<file path="config.mk">
export PLATFORM = sky130hd
export DESIGN_NAME = demux_collector
export DESIGN_NICKNAME = d
export VERILOG_FILES = /design/src/rtl/demux_collector.sv
export SDC_FILE = /design/constraint.sdc
export NUM_CORES = 1
export LEC_CHECK = 0
export CAP_MARGIN = 20
export CORE_MARGIN = 2
export CORE_UTILIZATION = 45
export CTS_BUF_LIST = sky130_fd_sc_hd__clkbuf_8
export CTS_CLUSTER_SIZE = 28
export DETAILED_ROUTE_END_ITERATION = 10
export PLACE_DENSITY = 0.85
export SETUP_SLACK_MARGIN = 0.2
export SLEW_MARGIN = 20
export SYNTH_ARGS = -nofsm -noshare
export SYNTH_HDL_FRONTEND = slang
export SYNTH_SLANG_ARGS = --single-unit
</file>
<file path="constraint.sdc">
create_clock -name clk -period 1.8 [get_ports clk]
set_clock_uncertainty 0.15 [all_clocks]
set_input_delay 0.36 -clock clk [delete_from_list [all_inputs] [get_ports clk]]
set_output_delay 0.36 -clock clk [all_outputs]
set_load 0.005 [all_outputs]
</file>
<file path="src/rtl/demux_collector.sv">
// Bit-serial word collector: steers one bit per handshake into position `select`
// of an N-bit register and presents the word once every position has been written.
module demux_collector #(
  parameter int SEL_W = 3
) (
  input  logic                  clk,
  input  logic                  reset,
  input  logic                  flush,
  input  logic                  in_valid,
  output logic                  in_ready,
  input  logic [SEL_W-1:0]      select,
  input  logic                  in,
  output logic                  out_valid,
  input  logic                  out_ready,
  output logic [(1<<SEL_W)-1:0] out,
  output logic [(1<<SEL_W)-1:0] fill_mask
);

  localparam int N = 1 << SEL_W;

  typedef enum logic {
    COLLECT = 1'b0,
    PRESENT = 1'b1
  } state_t;

  state_t         state;
  logic [N-1:0]   sel_bit;

  assign sel_bit = N'(1) << select;

  // Handshake flags decode straight from the state register, so neither
  // output has a combinational path from any input.
  assign in_ready  = (state == COLLECT);
  assign out_valid = (state == PRESENT);

  // NOTE: all state here is updated with non-blocking assignments so every
  // register samples the pre-edge values of its neighbours.
  always_ff @(posedge clk) begin
    if (reset || flush) begin
      state     <= COLLECT;
      out       <= '0;
      fill_mask <= '0;
    end else begin
      case (state)
        COLLECT: begin
          if (in_valid) begin
            out[select]       <= in;
            fill_mask[select] <= 1'b1;
            if ((fill_mask | sel_bit) == '1) state <= PRESENT;
          end
        end
        PRESENT: begin
          // Inputs are ignored here; the sender holds until in_ready returns.
          if (out_ready) begin
            state     <= COLLECT;
            out       <= '0;
            fill_mask <= '0;
          end
        end
        default: state <= COLLECT;
      endcase
    end
  end

endmodule
</file>
==> metrics.md <==
| Metric | Value |
|---|---|
| Power Total | 0.781 mW |
| Synth Warn # | 0 |
| CTS sink count | 17 |
| Kind of end point of the critical path | flip-flop |
| Worst path max stage delay | 470 ps |
| Kind of critical path | input pin to flip-flop |
| Synth Register Bits | 17 |
| Relative slew margins | 79.8% |
| WHS Path Cells | 2 |
| Root Driver | clkbuf_8 |
| Layout Cells excl Fill | 157 |
| First-pass GRT wire length | 3.35 mm |
| Unrepaired setup endpoints after global routing | true |
| Largest family of logic cells by synthesized area | simple AND/OR/NAND/NOR gates |
| Synth Area in Simple Gates | 28.4% |
| Maximum number of pins on one net before global-route repair | 16 |
| H-Tree Depth | 1 |
| WP data arrival | 1580 ps |
| Yosys cell types | 32 |
| PD cells | 625 nW/um^2 |
| DRC viols | 0 |
| Core area | 1730 sq um |
| Post-synthesis xor/xnor area fraction | 0% |
| Hold path startpoint | fill_mask[4] |
| HP Class | flip-flop to flip-flop |
| Most frequent cell after synthesis | nor2_1 |
| Post-synthesis compound-gate area fraction | 11.8% |
| Area leader, netlist | dfxtp_1 |
| Mux cell area share after synthesis | 12.4% |
| Number of global-route vias before repair | 761 |
| Initial DRC Count | 31 |
| Fin area | 1250 sq um |
| Post-synth EDFFs | 0 |
| Worst Tran Pin Value | 294 ps |
| Final setup fails | 0 |
| Antenna Nets Post-Route | 0 |
| Worst Hold Path EP | fill_mask[4] |
| Initial Util | 47.4% |
| CP Cell Sequence | clkdlybuf4s50_1 -> mux2_2 -> nand4_1 -> mux2i_1 -> nor2_1 |
| Number of placed instances, taps included | 149 |
| Clk buf depth | 2 |
| Ant diodes | 0 |
| Leak Pwr | 0.621 nW |
| Avg Cell Area, Syn | 8.71 sq um |
| Layout Nets | 142 |
| Final global-route overflow total | 0 |
| All-Layer GR Usage | 22.0% |
| Routed WL | 2.14 mm |
| Post-Synth Adder-Cell Area | 0% |
| Sequential fraction of the synthesis area | 41.6% |
| Synth-to-Final Area Change | 52.8% |
| Synth area leaders | dfxtp_1, mux2i_1, nor2_1 |
| Post-Synthesis Cells | 94 |
| List of most frequent post-synthesis cells | nor2_1, dfxtp_1, mux2i_1 |
| Clk Latency, worst-skew pair | 260 ps |
| Final worst slack | 225 ps |
| Die Height | 46.6 um |
| Post-DR vias/cell | 5.38 |
| Fraction of layout cells with a size suffix above 1 | 30.3% |
| VDD IR max | 0.632 mV |
| Reg2reg start | out_valid |
| Cts hold-fix bufs | 0 |
| Drt first pass iters | 4 |
| Critical-path maximum fanout | 6 |
| Fraction of post-synthesis cell area in the top cell type by area | 41.6% |
| Minimum setup slack after placement | -338 ps |
| DP Area | 1160 sq um |
| Final Hold Fails | 0 |
| CTS tree | yes |
| Slowest cell on crit path | clkdlybuf4s50_1 |
| I/O Buffers | 26 |
| Status | finished, final reports clean |
| Worst reg2reg path depth | 5 |
| Initial antenna violation count | 0 |
| GP Congestion | 0.793 |
| Die extent in x | 46.6 um |
| Critical R2R Capture | out[7] |
| Slew Limit Fails | 0 |
| Peak Freq | 635 MHz |
| Post-Syn Nets | 103 |
| Mapped Area | 818 sq um |
| Max cap viols | 0 |
| Full die area | 2180 sq um |
| HPWL Detailed | 1.44 mm |
| Filler Cells Inserted | 136 |
| Fin crit period | 1570 ps |
| R2r setup slk | 260 ps |
| Worst-path clk slew | 70 ps |
| Cell Rows | 15 |
| Hold slack | 329 ps |
| I/O pin count | 27 |
| Crit path required time | 1800 ps |
| Wire per inst | 13.6 um |
| Crit start category | input pin |
| Routed via count | 844 |
| Post-synth ARST share | 0% |
| Clock buffer count from CTS | 3 |
| Prevailing post-synth register cell | dfxtp_1 |
| Final period util | 87.5% |
## cells by family (layout without fill, tap and decap cells)
family          after synthesis  after routing
mux                          10             10
buf+inv                       8             46
flops                        17             17
compound gates               14             14
simple gates                 45             45
## how the worst max path moves through the flow
stage	start	to	slack [ps]
floorplan	select[1]	out_valid	270
global placement	select[0]	out_valid	-280
detailed placement	select[0]	out_valid	-340
CTS	select[0]	out_valid	190
global route	out_ready	out[0]	190
finish	out_ready	out[7]	230
## what timing repair did
item | in CTS | in global routing
setup buffers | 4 | 0
pin swaps | 0 | 1
resized for setup | 31 | 10
setup endpoints to repair | 27 | 8
## flip-flops by register name (all words and copies together), names as in the netlist
name and flops:
out 8, fill_mask 8, out_valid 1
## area by class of cell
cell class | instances | area (sq um) | area share (%)
clock buffer | 3 | 41.3 | 3.30
timing repair buffer | 41 | 367 | 29.3
clock inverter | 1 | 5.00 | 0.400
sequential | 17 | 360 | 28.8
tap | 25 | 31.3 | 2.50
multi-input combinational | 69 | 442 | 35.3
inverter | 1 | 3.75 | 0.300
## cells in the final DEF, fill, tap and decap left out
| cell | n |
|---|---|
| nor2_1 | 20 |
| dlygate4sd2_1 | 15 |
| buf_4 | 14 |
| dfxtp_2 | 10 |
| mux2i_1 | 9 |
| clkdlybuf4s50_1 | 5 |
| dfxtp_1 | 5 |
| a31oi_1 | 4 |
| a21oi_1 | 4 |
| nand3b_1 | 4 |
| dlymetal6s2s_1 | 4 |
| nand2_1 | 3 |
| nand3_1 | 3 |
| clkbuf_8 | 3 |
| nand4_1 | 2 |
| nor3_1 | 2 |
| dfxtp_4 | 2 |
| clkbuf_2 | 2 |
| inv_1 | 1 |
| mux2_2 | 1 |
| nand2b_1 | 1 |
| and2b_1 | 1 |
| o21ai_0 | 1 |
| and2b_2 | 1 |
| and2_1 | 1 |
| and4bb_2 | 1 |
| a311oi_1 | 1 |
| a2111o_1 | 1 |
| nor3b_1 | 1 |
| o211ai_1 | 1 |
| nand2_2 | 1 |
| or3_1 | 1 |
| a311o_1 | 1 |
| o21ai_2 | 1 |
| nor2b_1 | 1 |
| nor4_2 | 1 |
| nor3_2 | 1 |
| clkinv_2 | 1 |
| buf_12 | 1 |
## report_power, final
group	total (mW)	internal, mW	switching [mW]
Clock	0.297	0.154	0.143
Combinational	0.103	0.0522	0.0504
Sequential	0.381	0.378	0.00290
Total	0.781	0.584	0.197
## worst max-delay path, delay by kind of cell
kind / cells / cell delay (ps)
muxes: 2 / 550
buffers and inverters: 1 / 470
and+or+nand+nor: 2 / 200
## through the flow
step	TNS (ps)	utilization, %
after floorplan	0	-
after global placement	-1600	67.2
after detailed placement	-2060	67.2
after CTS	0	71.6
after global routing	0	72.4
final	0	72.4
## per-layer routing
metal | global-route usage [%] | routed length (um) | vias to the layer above
li1 | - | - | 409
met1 | 25.0 | 903 | 390
met2 | 38.1 | 1040 | 37
met3 | 5.10 | 124 | 8
met4 | 11.1 | 68 | 0
met5 | 0 | 0 | -
(Power assumes the default switching activity.)
